==> src/rtl/fmap_window_reader_pkg.sv <==
// Shared defaults, FSM encoding and pipe slot layout for the feature-map window reader.
// Optional feature macro: FMAP_WINDOW_READER_ZERO_PAD_EN ("same" padding scan).
package fmap_window_reader_pkg;

  localparam int FWR_DATA_WIDTH      = 16;
  localparam int FWR_POOL_ADDR_WIDTH = 10;
  localparam int FWR_MAP_W           = 12;
  localparam int FWR_MAP_H           = 12;
  localparam int FWR_KSIZE           = 5;
  localparam int FWR_RD_LATENCY      = 2;

  typedef enum logic [1:0] {
    ST_IDLE  = 2'd0,
    ST_READ  = 2'd1,
    ST_DRAIN = 2'd2,
    ST_FIN   = 2'd3
  } state_t;

  // One read slot travelling alongside the RAM data.
  typedef struct packed {
    logic valid;
    logic win_last;
    logic map_last;
    logic zero;
  } slot_t;

  // Number of window origins along one map dimension.
  function automatic int out_dim(input int map_dim, input int ksize);
`ifdef FMAP_WINDOW_READER_ZERO_PAD_EN
    return map_dim + 0 * ksize;
`else
    return map_dim - ksize + 1;
`endif
  endfunction

  // Border width added on each side of the map.
  function automatic int pad_of(input int ksize);
`ifdef FMAP_WINDOW_READER_ZERO_PAD_EN
    return ksize / 2;
`else
    return 0 * ksize;
`endif
  endfunction

endpackage

==> src/rtl/fmap_window_reader_win_addr_gen.sv <==
// Window counters with incremental (adder-only) RAM address and last/pad slot flags.
// With FMAP_WINDOW_READER_ZERO_PAD_EN the scan is centred and out-of-map slots are flagged.
module fmap_window_reader_win_addr_gen
  import fmap_window_reader_pkg::*;
#(
  parameter int POOL_ADDR_WIDTH = FWR_POOL_ADDR_WIDTH,
  parameter int MAP_W           = FWR_MAP_W,
  parameter int MAP_H           = FWR_MAP_H,
  parameter int KSIZE           = FWR_KSIZE
) (
  input  logic                       clock,
  input  logic                       reset,
  input  logic                       clear,
  input  logic                       step,
  output logic [POOL_ADDR_WIDTH-1:0] addr,
  output logic                       slot_pad,
  output logic                       slot_win_last,
  output logic                       slot_map_last
);

  localparam int OUT_W = out_dim(MAP_W, KSIZE);
  localparam int OUT_H = out_dim(MAP_H, KSIZE);
  localparam int P     = pad_of(KSIZE);
  localparam int CW    = $clog2((MAP_W > MAP_H ? MAP_W : MAP_H) + 1);
`ifdef FMAP_WINDOW_READER_ZERO_PAD_EN
  localparam int SW    = POOL_ADDR_WIDTH + 2;
`else
  localparam int SW    = POOL_ADDR_WIDTH;
`endif

  localparam logic [CW-1:0] K_MAX   = CW'(KSIZE - 1);
  localparam logic [CW-1:0] OW_MAX  = CW'(OUT_W - 1);
  localparam logic [CW-1:0] OH_MAX  = CW'(OUT_H - 1);
  localparam logic [CW-1:0] C_ONE   = CW'(1);
  localparam logic [SW-1:0] A_ONE   = SW'(1);
  localparam logic [SW-1:0] ROW_STP = SW'(MAP_W);
  // Address of the top-left window corner; negative (two's complement) when padding.
  localparam logic [SW-1:0] BASE0   = SW'(0 - (P * MAP_W + P));

  logic [CW-1:0] kx_q, kx_d, ky_q, ky_d, ox_q, ox_d, oy_q, oy_d;
  logic [SW-1:0] oy_base_q, oy_base_d, win_base_q, win_base_d;
  logic [SW-1:0] row_base_q, row_base_d, addr_q, addr_d;

  // Advance kx, then ky, then ox, then oy; bases move by +1, +MAP_W or reload.
  always_comb begin
    kx_d       = kx_q;
    ky_d       = ky_q;
    ox_d       = ox_q;
    oy_d       = oy_q;
    oy_base_d  = oy_base_q;
    win_base_d = win_base_q;
    row_base_d = row_base_q;
    addr_d     = addr_q;
    if (clear) begin
      kx_d       = '0;
      ky_d       = '0;
      ox_d       = '0;
      oy_d       = '0;
      oy_base_d  = BASE0;
      win_base_d = BASE0;
      row_base_d = BASE0;
      addr_d     = BASE0;
    end else if (step) begin
      if (kx_q != K_MAX) begin
        kx_d   = kx_q + C_ONE;
        addr_d = addr_q + A_ONE;
      end else begin
        kx_d = '0;
        if (ky_q != K_MAX) begin
          ky_d       = ky_q + C_ONE;
          row_base_d = row_base_q + ROW_STP;
          addr_d     = row_base_q + ROW_STP;
        end else begin
          ky_d = '0;
          if (ox_q != OW_MAX) begin
            ox_d       = ox_q + C_ONE;
            win_base_d = win_base_q + A_ONE;
            row_base_d = win_base_q + A_ONE;
            addr_d     = win_base_q + A_ONE;
          end else begin
            ox_d = '0;
            if (oy_q != OH_MAX) begin
              oy_d       = oy_q + C_ONE;
              oy_base_d  = oy_base_q + ROW_STP;
              win_base_d = oy_base_q + ROW_STP;
              row_base_d = oy_base_q + ROW_STP;
              addr_d     = oy_base_q + ROW_STP;
            end else begin
              oy_d       = '0;
              oy_base_d  = BASE0;
              win_base_d = BASE0;
              row_base_d = BASE0;
              addr_d     = BASE0;
            end
          end
        end
      end
    end
  end

  // Counter and address registers.
  always_ff @(posedge clock or posedge reset) begin
    if (reset) begin
      kx_q       <= '0;
      ky_q       <= '0;
      ox_q       <= '0;
      oy_q       <= '0;
      oy_base_q  <= '0;
      win_base_q <= '0;
      row_base_q <= '0;
      addr_q     <= '0;
    end else begin
      kx_q       <= kx_d;
      ky_q       <= ky_d;
      ox_q       <= ox_d;
      oy_q       <= oy_d;
      oy_base_q  <= oy_base_d;
      win_base_q <= win_base_d;
      row_base_q <= row_base_d;
      addr_q     <= addr_d;
    end
  end

  // Slot flags for the position currently held in the counters.
  always_comb begin
    slot_win_last = (kx_q == K_MAX) && (ky_q == K_MAX);
    slot_map_last = slot_win_last && (ox_q == OW_MAX) && (oy_q == OH_MAX);
  end

`ifdef FMAP_WINDOW_READER_ZERO_PAD_EN
  // A slot is padding when its map coordinate falls outside [0, MAP) on either axis.
  always_comb begin
    int px, py;
    px       = int'(ox_q) + int'(kx_q);
    py       = int'(oy_q) + int'(ky_q);
    slot_pad = (px < P) || (px >= MAP_W + P) || (py < P) || (py >= MAP_H + P);
    addr     = slot_pad ? '0 : addr_q[POOL_ADDR_WIDTH-1:0];
  end
`else
  // Valid scan: every slot is inside the map.
  always_comb begin
    slot_pad = 1'b0;
    addr     = addr_q;
  end
`endif

endmodule

==> src/rtl/fmap_window_reader.sv <==
// Feature-map window reader: FSM, RAM port-B read issue and the read-latency flag pipe.
// Optional feature macro: FMAP_WINDOW_READER_ZERO_PAD_EN (zero-padded "same" scan).
// Stream handshake: pix_valid alone qualifies pix_out/win_last/map_last; there is no
// ready, so the consumer must take one pixel on every cycle pix_valid is high.
module fmap_window_reader
  import fmap_window_reader_pkg::*;
#(
  parameter int DATA_WIDTH      = FWR_DATA_WIDTH,
  parameter int POOL_ADDR_WIDTH = FWR_POOL_ADDR_WIDTH,
  parameter int MAP_W           = FWR_MAP_W,
  parameter int MAP_H           = FWR_MAP_H,
  parameter int KSIZE           = FWR_KSIZE,
  parameter int RD_LATENCY      = FWR_RD_LATENCY
) (
  input  logic                       clock,
  input  logic                       reset,
  input  logic                       start,
  output logic                       busy,
  output logic                       done,
  output logic [POOL_ADDR_WIDTH-1:0] address_b_t,
  output logic                       rden_b,
  input  logic [DATA_WIDTH-1:0]      q_b,
  output logic [DATA_WIDTH-1:0]      pix_out,
  output logic                       pix_valid,
  output logic                       win_last,
  output logic                       map_last,
  output logic [1:0]                 dbg_state
);

  localparam int DW = $clog2(RD_LATENCY + 2);
  localparam logic [DW-1:0] DRAIN_MAX = DW'(RD_LATENCY);
  localparam logic [DW-1:0] D_ONE     = DW'(1);

  state_t state_q, state_d;
  logic [DW-1:0] drain_q, drain_d;
  logic clear, step, slot_pad, slot_win_last, slot_map_last;
  slot_t new_slot, tail;
  slot_t pipe_q [RD_LATENCY];
  slot_t pipe_d [RD_LATENCY];
  logic [DATA_WIDTH-1:0] pix_out_q, pix_out_d;
  logic pix_valid_q, pix_valid_d, win_last_q, win_last_d, map_last_q, map_last_d;

  fmap_window_reader_win_addr_gen #(
    .POOL_ADDR_WIDTH (POOL_ADDR_WIDTH),
    .MAP_W           (MAP_W),
    .MAP_H           (MAP_H),
    .KSIZE           (KSIZE)
  ) u_addr_gen (
    .clock         (clock),
    .reset         (reset),
    .clear         (clear),
    .step          (step),
    .addr          (address_b_t),
    .slot_pad      (slot_pad),
    .slot_win_last (slot_win_last),
    .slot_map_last (slot_map_last)
  );

  // Next-state logic: one read slot per READ cycle, then drain the pipe before done.
  always_comb begin
    state_d = state_q;
    drain_d = drain_q;
    clear   = 1'b0;
    step    = 1'b0;
    case (state_q)
      ST_IDLE: begin
        if (start) begin
          state_d = ST_READ;
          clear   = 1'b1;
        end
      end
      ST_READ: begin
        step = 1'b1;
        if (slot_map_last) begin
          state_d = ST_DRAIN;
          drain_d = '0;
        end
      end
      ST_DRAIN: begin
        if (drain_q == DRAIN_MAX) state_d = ST_FIN;
        else                      drain_d = drain_q + D_ONE;
      end
      ST_FIN:  state_d = ST_IDLE;
      default: state_d = ST_IDLE;
    endcase
  end

  // FSM and drain counter registers.
  always_ff @(posedge clock or posedge reset) begin
    if (reset) begin
      state_q <= ST_IDLE;
      drain_q <= '0;
    end else begin
      state_q <= state_d;
      drain_q <= drain_d;
    end
  end

  // Slot issue and flag shift: the tail stage lines up with q_b.
  always_comb begin
    new_slot.valid    = (state_q == ST_READ);
    new_slot.win_last = (state_q == ST_READ) && slot_win_last;
    new_slot.map_last = (state_q == ST_READ) && slot_map_last;
    new_slot.zero     = (state_q == ST_READ) && slot_pad;
    pipe_d[0] = new_slot;
    for (int i = 1; i < RD_LATENCY; i++) pipe_d[i] = pipe_q[i-1];
    tail = pipe_q[RD_LATENCY-1];
  end

  // Flag pipe registers.
  always_ff @(posedge clock or posedge reset) begin
    if (reset) begin
      for (int i = 0; i < RD_LATENCY; i++) pipe_q[i] <= '0;
    end else begin
      for (int i = 0; i < RD_LATENCY; i++) pipe_q[i] <= pipe_d[i];
    end
  end

  // Output stage: capture RAM data with its flags; pix_out holds between pixels.
  always_comb begin
    pix_out_d   = pix_out_q;
    pix_valid_d = tail.valid;
    win_last_d  = tail.valid && tail.win_last;
    map_last_d  = tail.valid && tail.map_last;
    if (tail.valid) pix_out_d = tail.zero ? '0 : q_b;
  end

  // Output registers.
  always_ff @(posedge clock or posedge reset) begin
    if (reset) begin
      pix_out_q   <= '0;
      pix_valid_q <= 1'b0;
      win_last_q  <= 1'b0;
      map_last_q  <= 1'b0;
    end else begin
      pix_out_q   <= pix_out_d;
      pix_valid_q <= pix_valid_d;
      win_last_q  <= win_last_d;
      map_last_q  <= map_last_d;
    end
  end

  // Status decodes from the state register.
  always_comb begin
    rden_b    = (state_q == ST_READ) && !slot_pad;
    busy      = (state_q == ST_READ) || (state_q == ST_DRAIN);
    done      = (state_q == ST_FIN);
    pix_out   = pix_out_q;
    pix_valid = pix_valid_q;
    win_last  = win_last_q;
    map_last  = map_last_q;
    dbg_state = state_q;
  end

endmodule

==> config.mk <==
export PLATFORM = sky130hd
export DESIGN_NAME = fmap_window_reader
export DESIGN_NICKNAME = d
export VERILOG_FILES = /design/src/rtl/fmap_window_reader_pkg.sv /design/src/rtl/fmap_window_reader_win_addr_gen.sv /design/src/rtl/fmap_window_reader.sv
export SDC_FILE = /design/constraint.sdc
export NUM_CORES = 1
export LEC_CHECK = 0
export ABC_CLOCK_PERIOD_IN_PS = 2660
export CAP_MARGIN = 0
export CELL_PAD_IN_SITES_DETAIL_PLACEMENT = 0
export CELL_PAD_IN_SITES_GLOBAL_PLACEMENT = 1
export CORE_MARGIN = 2
export CORE_UTILIZATION = 43
export DETAILED_ROUTE_END_ITERATION = 8
export PLACE_DENSITY = 0.84
export SLEW_MARGIN = 20
export SYNTH_ARGS = -nofsm -noshare
export SYNTH_HDL_FRONTEND = slang
export SYNTH_SLANG_ARGS = --single-unit
==> constraint.sdc <==
create_clock -name clock -period 2.66 [get_ports clock]
set_input_delay 0.266 -clock clock [delete_from_list [all_inputs] [get_ports clock]]
set_output_delay 0.266 -clock clock [all_outputs]
set_load 0.1 [all_outputs]
==> run_results.csv, run 1 <==
group,metric,value,unit
setup_path,end_kind,"flop",
synth,synth-edff-count,0,
synth,yosys-top-cells-area,"dfrtp_1 47%, o21ai_0 4.8%, ha_1 4.5%",
cts,cts_buffers,9,
synth,synth_flop_cell,"dfrtp_1",
synth,yosys_warnings,0,
floorplanning,die_area,0.0113,sq mm
synth,ys_ff_latch,85,
setup_path,path_delay_family,"simple AND/OR/NAND/NOR gates",
cts,clk_pin_slew_worst_paths,0.10,ns
global_route,grt_use_total,20.7,%
timing,setup_tns,0,ns
global_route,grt_pass1_wl,18400,um
global_route,globalRouteOverflowTotal,0,
outcome,status,"finished clean",
synth,ys_types,61,
timing,rsz0062_at_grt,"false",
routing,drt-pass1-iter-count,5,
synth,synth_top_area_share,47.4,%
placement,port_buffers,52,
setup_path,cp.required,2.95,ns
synth,syn_nets,500,
setup_path,cp.arrival,2.58,ns
synth,netlist_area,0.00449,sq mm
finish,syn2layout_area_growth,19.7,%
timing,period_needed,2.30,ns
timing,slew_headroom,52.5,%
power,vdd_drop_max,0.00127,V
flow_run,drv_cap,0,
power,p_leak,2.40,nW
synth,async_flop_share,100,%
cts,h-tree-depth,3,
routing,drt_iter0_drc,398,
timing,setup_viol_count_final,0,
setup_path,slowest_stage,"nor2_1",
cts,cts_hold_buf,0,
routing,vias,3836,
floorplanning,initial_core_util,43.9,%
setup_path,critPathMaxStageDelay,0.55,ns
placement,gp_congestion,0.860,
cts,cts_setup_buffers,0,
power,power_density,1230,mW/mm^2
synth,yosys.area.top_type,"dfrtp_1",
floorplanning,io_pins,53,
synth,syn_area_per_cell,9.65,sq um
setup_path,crit_chain,"inv_1 > ha_1 > and3b_1 > nand2_1 > inv_1 > nor2_1 > o21ai_0 > o21ai_0",
routing,vias_per_cell,5.77,
timing,finalHoldViolations,0,
cts,clk_path_buf_depth,2,
global_route,first_global_vias,3673,
floorplanning,dieWidth,106,um
cts,clock_latency,0.37,ns
routing,drcViolationCount,0,
setup_path,path_buf_inv,2,
cts,cts_root_buf,"clkbuf_8",
floorplanning,rows,37,
routing,wl,11500,um
finish,final_common_cell,"dfrtp_1",
global_route,grt_max_degree,41,
timing,skew,0.0132,ns
floorplanning,die_y,106,um
timing,max_freq,435,MHz
setup_path,cp_max_fo,11,
global_route,antenna_found_initial,0,
routing,antenna_left,0,
routing,wl_per_cell,17.3,um
placement,post-place-ws,0.408,ns
setup_path,cp-start-kind,"flop",
hold_path,min_path_type,"in2async",
finish,diodes,0,
timing,worst_slew_pin_slew,0.712,ns
timing,setup_ws,0.362,ns
floorplanning,core,0.0102,sq mm
timing,report.final.slew_viol_count,0,
cts,cts.sinks,85,
finish,drive_gt1_share,17.4,%
cts,tritoncts,"done",
finish,final_cell_mix,"83 x dfrtp_1, 50 x buf_4, 44 x nor2_1",
setup_path,path_class,"reg2reg",
finish,fin_nets,559,
cts,cts_resized,0,
synth,synth_seq_area_share,47.4,%
timing,fin_crit_sh,86.4,%
synth,syn_inst,465,
placement,hpwl,8320,um
==> Yosys cell counts, drive strengths merged, types with 6 or more instances <==
library cell	count
mux2	17
xor2	11
a22o	7
nand2	43
nor3	6
inv	18
nand3	17
a21oi	25
o31ai	9
ha	16
nand4	6
nor2	44
clkbuf	16
and2	7
dfrtp	85
o21ai	44
xnor2	8
a31oi	11
==> power breakdown <==
part	switching, mW	internal [mW]
logic	2.69	0.958
registers	0.346	1.64
clock network	0.538	0.458
total	3.57	3.05
==> final timing paths <==
kind / start / end / slack, ns / depth (start not counted)
max: u_addr_gen.ky_q[0]$_DFFE_PP0P_ / u_addr_gen.win_base_q[9]$_DFFE_PP0P_ / 0.36 / 8
min: reset / pix_out[5]$_DFFE_PP0P_ / 0.23 / 2
max reg2reg: u_addr_gen.ky_q[0]$_DFFE_PP0P_ / u_addr_gen.win_base_q[9]$_DFFE_PP0P_ / 0.36 / 8
min reg2reg: pipe_d[3]$_DFF_PP0_ / pix_valid_d$_DFF_PP0_ / 0.36 / 0
max in group asynchronous: reset / u_addr_gen.win_base_q[3]$_DFFE_PP0P_ / 1.78 / 3
min in group clock: pipe_d[3]$_DFF_PP0_ / pix_valid_d$_DFF_PP0_ / 0.36 / 0
==> per-stage QoR <==
| stage | hold WS [ns] | instance area, sq um | power, mW | util, % | std cells |
|---|---|---|---|---|---|
| 6_report | 0.228 | 5370 | 6.62 | 52.5 | 665 |
| 5_1_grt | 0.259 | 5370 | 6.97 | 52.5 | 665 |
| 4_1_cts | 0.222 | 5370 | 6.66 | 52.5 | 665 |
| 3_5_place_dp | 0.337 | 5160 | 5.66 | 50.5 | 649 |
| 3_3_place_gp | 0.335 | 5160 | 5.59 | 50.5 | 649 |
| 2_1_floorplan | 0.331 | 4500 | 4.85 | - | 465 |
==> flip-flops by register name (all words and copies together) (netlist names) <==
name                   count
dbg_state                  2
drain_q                    2
map_last                   1
pipe_d                     3
pipe_q                     2
pix_out                   16
pix_valid                  1
pix_valid_d                1
u_addr_gen.addr           10
u_addr_gen.kx_q            4
u_addr_gen.ky_q            4
u_addr_gen.ox_q            4
u_addr_gen.oy_base_q      10
u_addr_gen.oy_q            4
u_addr_gen.row_base_q     10
u_addr_gen.win_base_q     10
win_last                   1
==> logic make-up (layout without fill, tap and decap cells) <==
group,Yosys count,count (layout),synth area share [%]
compound gates,134,134,19.6
xor+xnor,19,19,3.71
fa+ha+maj,16,16,4.46
buf+inv,39,103,3.43
flops,85,85,47.4
mux,18,18,4.49
simple gates,154,154,16.9
==> layer usage <==
metal	vias up	global-route usage, %	share of wire [%]
met2	157	31.8	45
met3	22	4.84	6.8
met4	0	8.27	2.3
met5	-	0	0
li1	1803	-	-
met1	1854	28.2	46
==> area by class of cell <==
type                    instances  area [sq um]
clock buffers                   9           124
repair buffers                 69           576
inverters                      18          68.8
clock inverters                 7          85.1
multi-input cells             341          2220
fillers                       955          4860
well taps                     136           170
flip-flops and latches         85          2130
Power figures use the tool's default switching activity.
==> run 2, diff against run 1 <==
- GPL_ROUTABILITY_DRIVEN: not set -> 0
- REMOVE_ABC_BUFFERS: not set -> 1
==> run_results.csv, run 2 (synthesized netlist as in run 1, its figures left out) <==
group,metric,value,unit
finish,final_cell_mix,"85 x dfrtp_1, 49 x buf_4, 44 x nor2_1",
global_route,gr-usage-met2,33.1,%
setup_path,cp-start-kind,"flop",
setup_path,path_delay_family,"simple AND/OR/NAND/NOR gates",
cts,clk_pin_slew_worst_paths,0.10,ns
timing,finalHoldViolations,0,
setup_path,r2r-start,"u_addr_gen.ky_q[0]$_DFFE_PP0P_",
global_route,met1_usage,29.0,%
placement,port_buffers,52,
timing,max_freq,452,MHz
setup_path,path_class,"reg2reg",
setup_path,cp.arrival,2.49,ns
cts,clock_latency,0.36,ns
cts,clk_path_buf_depth,2,
setup_path,slowest_stage,"nor2_1",
floorplanning,die_area,0.0113,sq mm
finish,diodes,0,
flow_run,drv_cap,0,
finish,syn2layout_area_growth,20.0,%
timing,period_needed,2.21,ns
cts,h-tree-depth,3,
cts,cts_setup_buffers,0,
global_route,grt_busiest_layer,"met2",
global_route,first_global_vias,3734,
timing,report.final.slew_viol_count,0,
floorplanning,rows,37,
power,vdd_drop_max,0.000976,V
finish,drive_gt1_share,16.6,%
routing,antenna_left,0,
setup_path,r2r_setup_slack,0.45,ns
finish,fin_nets,559,
floorplanning,core,0.0102,sq mm
timing,worst_slew_pin_slew,0.756,ns
routing,vias,3861,
cts,cts.sinks,85,
cts,tritoncts,"done",
outcome,status,"finished clean",
floorplanning,io_pins,53,
floorplanning,die_y,106,um
routing,wl_per_cell,17.2,um
floorplanning,initial_core_util,43.9,%
cts,cts_resized,0,
global_route,antenna_found_initial,0,
power,p_leak,2.41,nW
setup_path,cp_max_fo,9,
power,power_density,1240,mW/mm^2
setup_path,critPathMaxStageDelay,0.59,ns
setup_path,r2r_cells,8,
floorplanning,dieWidth,106,um
global_route,grt_max_degree,86,
hold_path,min_path_type,"in2async",
setup_path,crit_chain,"inv_1 > ha_1 > and3b_1 > nand2_1 > inv_1 > nor2_1 > o21ai_0 > o21ai_0",
finish,final_common_cell,"dfrtp_1",
timing,slew_headroom,49.4,%
cts,cts_hold_buf,0,
cts,cts_buffers,9,
global_route,globalRouteOverflowTotal,0,
placement,hpwl,8190,um
global_route,grt_use_total,21.0,%
global_route,gr-usage-met3,3.31,%
routing,drcViolationCount,0,
power,p_total,6.66,mW
routing,drt-pass1-iter-count,5,
finish,postLayoutCoreUtil,52.6,%
routing,vias_per_cell,5.81,
setup_path,path_buf_inv,2,
routing,wl,11400,um
setup_path,r2r-end,"u_addr_gen.win_base_q[9]$_DFFE_PP0P_",
routing,drt_iter0_drc,326,
global_route,grt_pass1_wl,18700,um
timing,skew,0.0182,ns
finish,largest_reg_flops,16,
setup_path,end_kind,"flop",
timing,setup_viol_count_final,0,
timing,hold_ws,0.317,ns
timing,fin_crit_sh,83.3,%
timing,rsz0062_at_grt,"false",
setup_path,cp.required,2.93,ns
cts,cts_root_buf,"clkbuf_8",
## run 2: tightest hold or removal path: stages
cell             delay, ns
clkdlybuf4s50_1       0.42
clkinv_2              0.07
buf_12                0.35
## run 2: how the worst max path moves through the flow
stage | from | end | slack [ns] | cells after the start
3_5_place_dp | dbg_state[1]$_DFFE_PP0P_ | u_addr_gen.win_base_q[9]$_DFFE_PP0P_ | 0.55 | 8
6_report | u_addr_gen.ky_q[0]$_DFFE_PP0P_ | u_addr_gen.win_base_q[9]$_DFFE_PP0P_ | 0.45 | 8
2_1_floorplan | dbg_state[0]$_DFFE_PP0P_ | u_addr_gen.oy_base_q[8]$_DFFE_PP0P_ | -1.31 | 6
5_1_grt | u_addr_gen.ky_q[0]$_DFFE_PP0P_ | u_addr_gen.win_base_q[9]$_DFFE_PP0P_ | 0.28 | 8
3_3_place_gp | dbg_state[0]$_DFFE_PP0P_ | u_addr_gen.addr[9]$_DFFE_PP0P_ | 0.59 | 7
4_1_cts | u_addr_gen.ky_q[0]$_DFFE_PP0P_ | u_addr_gen.addr[5]$_DFFE_PP0P_ | 0.51 | 7
## run 2: layer usage
| layer | vias to the layer above | share of wire (%) |
|---|---|---|
| li1 | 1813 | - |
| met1 | 1887 | 45 |
| met4 | 0 | 1.6 |
| met3 | 13 | 6.5 |
| met2 | 148 | 47 |
| met5 | - | 0 |
## run 2: final cells by class
type	instances	area (sq um)
multi-input cells	341	2210
fillers	932	4850
well taps	136	170
flip-flops and latches	85	2130
inverters	18	68.8
clock inverters	5	81.3
repair buffers	69	588
clock buffers	11	141
## run 2: power breakdown
part / leakage, nW / internal, mW / switching [mW]
registers: 1.13 / 1.63 / 0.342
logic: 1.17 / 0.971 / 2.68
clock network: 0.110 / 0.557 / 0.479
total: 2.41 / 3.16 / 3.50
## run 2: per-stage QoR
stage / area (sq um) / worst slack, ns / TNS [ns] / instances
after CTS: 5380 / 0.509 / 0 / 665
after detailed placement: 5160 / 0.548 / 0 / 649
after floorplan: 4400 / -1.31 / -53.45 / 444
after global placement: 5160 / 0.591 / 0 / 649
final: 5380 / 0.445 / 0 / 665
after global routing: 5380 / 0.285 / 0 / 665
==> run 3, diff against run 2 <==
- ABC_CLOCK_PERIOD_IN_PS: 2660 -> 2210
- clock period: 2.66 -> 2.21 ns (I/O delays scaled with it)
==> run_results.csv, run 3 (synthesized netlist as in run 1, its figures left out) <==
group,metric,value,unit
outcome,status,"finished clean",
cts,cts.sinks,85,
finish,finalInstanceArea,0.00551,sq mm
setup_path,setup.worst_path.end,"u_addr_gen.row_base_q[7]$_DFFE_PP0P_",
setup_path,slowest_stage,"dfrtp_1",
floorplanning,dieWidth,106,um
cts,clock_latency,0.36,ns
finish,fin_nets,575,
setup_path,r2r_cells,8,
cts,tritoncts,"done",
flow_run,drv_cap,0,
hold_path,min_path_type,"in2async",
power,vdd_drop_max,0.00122,V
finish,diodes,0,
routing,vias_per_cell,5.74,
routing,wl_per_cell,16.9,um
timing,hold_ws,0.220,ns
power,power_density,1460,mW/mm^2
setup_path,crit_path_start,"u_addr_gen.kx_q[0]$_DFFE_PP0P_",
finish,largest_reg_flops,16,
routing,drcViolationCount,0,
timing,setup_viol_count_final,0,
global_route,antenna_found_initial,0,
placement,dpl_cell_area,0.00526,sq mm
finish,final_cells,681,
placement,post-place-ws,-0.0833,ns
setup_path,cp-start-kind,"flop",
setup_path,cp_max_fo,14,
setup_path,r2r-start,"u_addr_gen.kx_q[0]$_DFFE_PP0P_",
routing,wl,11500,um
timing,report.final.slew_viol_count,0,
global_route,grt_use_total,21.1,%
setup_path,path_class,"reg2reg",
timing,finalHoldViolations,0,
finish,drive_gt1_share,20.0,%
finish,syn2layout_area_growth,22.7,%
global_route,grt_pass1_wl,18900,um
floorplanning,initial_core_util,43.9,%
cts,clk_path_buf_depth,2,
floorplanning,rows,37,
timing,period_needed,2.08,ns
timing,max_freq,482,MHz
timing,setup_ws,0.134,ns
placement,port_buffers,52,
floorplanning,die_y,106,um
finish,final_cell_mix,"85 x dfrtp_1, 64 x buf_4, 44 x nor2_1",
timing,slew_headroom,52.3,%
cts,cts_buffers,9,
setup_path,cp.required,2.47,ns
cts,h-tree-depth,3,
routing,drt-pass1-iter-count,5,
timing,worst_slew_pin_slew,0.716,ns
placement,hpwl,8430,um
global_route,first_global_vias,3775,
routing,antenna_left,0,
setup_path,r2r_setup_slack,0.13,ns
global_route,globalRouteOverflowTotal,0,
setup_path,critPathMaxStageDelay,0.42,ns
setup_path,cp.arrival,2.34,ns
finish,final_common_cell,"dfrtp_1",
finish,postLayoutCoreUtil,53.8,%
global_route,grt_max_degree,39,
floorplanning,io_pins,53,
routing,drt_iter0_drc,241,
timing,fin_crit_sh,93.9,%
cts,cts_root_buf,"clkbuf_8",
timing,skew,0.00752,ns
floorplanning,die_area,0.0113,sq mm
placement,dpl.cell_count,661,
power,p_leak,2.47,nW
cts,clk_pin_slew_worst_paths,0.09,ns
setup_path,end_kind,"flop",
routing,vias,3910,
floorplanning,core,0.0102,sq mm
setup_path,crit_chain,"inv_1 > ha_1 > and4b_2 > nand2_1 > inv_1 > buf_4 > nand2_1 > o21ai_0",
cts,cts_hold_buf,0,
setup_path,r2r-end,"u_addr_gen.row_base_q[7]$_DFFE_PP0P_",
run 3: worst max-delay path, delay by kind of cell, from the launching register on:
kind	cells	cell delay, ns
buf+inv	3	0.41
flops	1	0.42
compound gates	1	0.26
fa+ha+maj	1	0.23
simple gates	3	0.65
run 3: what timing repair did:
action	in CTS	in global routing
endpoints found under the setup margin	2	9
pin swaps	1	0
resized for setup	2	4
setup buffers	1	3
run 3: per-layer routing:
metal,vias up,track usage (%),wire length [um]
met2,135,34.2,5360
met4,0,8.65,237
met1,1916,28.6,5340
met3,15,2.94,581
met5,-,0,0
li1,1844,-,-
run 3: worst min path at each step:
stage / slack (ns) / cells past startpoint / from / to
finish: 0.22 / 2 / reset / map_last$_DFF_PP0_
global placement: 0.34 / 0 / pipe_d[3]$_DFF_PP0_ / pix_valid_d$_DFF_PP0_
CTS: 0.23 / 2 / reset / pix_out[10]$_DFFE_PP0P_
floorplan: 0.33 / 0 / pipe_d[1]$_DFF_PP0_ / pipe_q[1]$_DFF_PP0_
detailed placement: 0.34 / 0 / pipe_d[3]$_DFF_PP0_ / pix_valid_d$_DFF_PP0_
global route: 0.26 / 2 / reset / pix_out[10]$_DFFE_PP0P_
run 3: cell type report:
class,instances,area [sq um]
fill,917,4720
clock inverter,7,80.1
timing repair buffer,85,721
tap,136,170
clock buffer,9,124
sequential,85,2130
inverter,18,68.8
multi-input combinational,341,2220
run 3: power by group:
group | internal [mW] | switching [mW] | leakage, nW
sequential | 1.96 | 0.414 | 1.13
combinational | 1.26 | 3.26 | 1.25
clock | 0.538 | 0.613 | 0.0973
total | 3.76 | 4.29 | 2.47
run 3: stage by stage:
step / setup TNS (ns) / total power, mW
floorplan: -99.34 / 5.76
global placement: -0.104 / 6.81
detailed placement: -0.0833 / 6.86
CTS: 0 / 8.03
global route: -0.0000222 / 8.47
finish: 0 / 8.05
==> RTL edit: new RTL, config.mk and constraints of run 3 <==
Add an input register stage for `q_b`, without a reset; this delays it by one clock. The other inputs are not delayed to match.
--- a/src/rtl/fmap_window_reader.sv
+++ b/src/rtl/fmap_window_reader.sv
@@ -32,2 +32,8 @@
   localparam logic [DW-1:0] D_ONE     = DW'(1);
+
+  logic [DATA_WIDTH-1:0] q_b_q;
+
+  always_ff @(posedge clock) begin
+    q_b_q <= q_b;
+  end
 
@@ -124,3 +130,3 @@
     map_last_d  = tail.valid && tail.map_last;
-    if (tail.valid) pix_out_d = tail.zero ? '0 : q_b;
+    if (tail.valid) pix_out_d = tail.zero ? '0 : q_b_q;
   end
Function: changed (a bounded check fails within 10 cycles, from zero or initial values and one cycle with reset high).
==> RTL edit against run 3 <==
Routed wire length grew 2.7%. Final area grew 5.4%. Area after synthesis grew 7.8%. Count of clock-buffer cells in the layout grew 3. Combinational power shrank 7.8%. Sequential cell count grew 16. Critical path depth shrank 2. Setup slack lost 0.039 ns. Fmax shrank 1.9%. Die area grew 7.5%. Total power shrank 0.71%. Hold slack lost 0.019 ns. Clock power grew 9.6%. Critical endpoint is now u_addr_gen.row_base_q[2]. Largest power group unchanged.
==> RTL edit: results <==
export IMPL_nFillCells=980
export IMPL_track_usage_pct=20.91
export IMPL_post_cts_buffers=0
export IMPL_clk_latency_ns=0.39
export IMPL_num_vias=3947
export IMPL_async_reset_ff_share_pct=84.16
export IMPL_grt_max_degree=34
export IMPL_layout_nets=587
export IMPL_r2r_setup_slack_ns=0.09
export IMPL_r2r_end="u_addr_gen.row_base_q[2]"
export IMPL_ys_types=63
export IMPL_p_int_mw=3.916
export IMPL_finalClockSkew_ns=0.01142
export IMPL_tightestPinTransition_ns=0.7318
export IMPL_outcome="complete, no violations"
export IMPL_met2_usage_pct=34.01
export IMPL_dp_slack_ns=0.1432
export IMPL_viasPerCell=5.663
export IMPL_dr_wl_met2_mm=5.791
export IMPL_critPathMaxStageDelay_ns=0.44
export IMPL_syn_mean_instance_area_um2=9.958
export IMPL_top_layer="met4"
export IMPL_wl_met1_mm=5.143
export IMPL_ir_worst_vdd_v=0.0008617
export IMPL_whs_ns=0.2008
export IMPL_drive_gt1_share_pct=19.21
export IMPL_critPathTopFamily="compound AO/OA/AOI/OAI gates"
export IMPL_grt_pass1_vias=3845
export IMPL_seq_area_frac_synth_pct=50.57
export IMPL_met3_length_um=617
export IMPL_synth_area_leaders="dfrtp_1 (44%), dfxtp_1 (6.6%), mux2_2 (4.4%), ha_1 (4.1%), nand2_1 (4.0%)"
export IMPL_grt_pass1_wl_mm=19.11
export IMPL_reg2reg_from="u_addr_gen.oy_q[0]"
export IMPL_critical_path_peak_fanout=7
export IMPL_place_area_um2=5594
export IMPL_synthTopCellsByCount="dfrtp_1 (85), nand2_1 (51), nor2_1 (42)"
export IMPL_use_met1_pct=26.98
export IMPL_numCtsBuffers=9
export IMPL_drt_total_wl_mm=11.83
export IMPL_r2r_worst_path_cells=6
export IMPL_drt_iter0_markers=377
export IMPL_crit_arrival_ns=2.41
export IMPL_power_leakage_nw=2.541
export IMPL_hpwlAfterDp_mm=8.673
## RTL edit: layout make-up
cell class	count	area, µm²	area share (%)
Sequential cell	101	2447	42.16
Tap cell	140	175.2	3.018
Clock buffer	12	155.1	2.673
Clock inverter	4	55.05	0.9485
Inverter	16	61.31	1.056
Multi-Input combinational cell	345	2235	38.50
Timing Repair Buffer	79	675.6	11.64
## RTL edit: kinds of logic after synthesis
group | Yosys count | synth area share, %
AO/OA/AOI/OAI | 123 | 16.37
flip-flops | 101 | 50.57
multiplexers | 21 | 4.835
XOR/XNOR | 19 | 3.438
buffers and inverters | 40 | 3.257
AND/OR/NAND/NOR | 166 | 17.40
adder cells (fa/ha/maj) | 16 | 4.136
## RTL edit: power by group through the flow
stage	Sequential (mW)	Combinational, mW	Clock (mW)
after CTS	2.57	4.19	1.28
after global routing	2.63	4.37	1.35
after global placement	2.58	4.13	0
after detailed placement	2.61	4.18	0
final	2.57	4.16	1.26
after floorplan	4.43	1.35	0
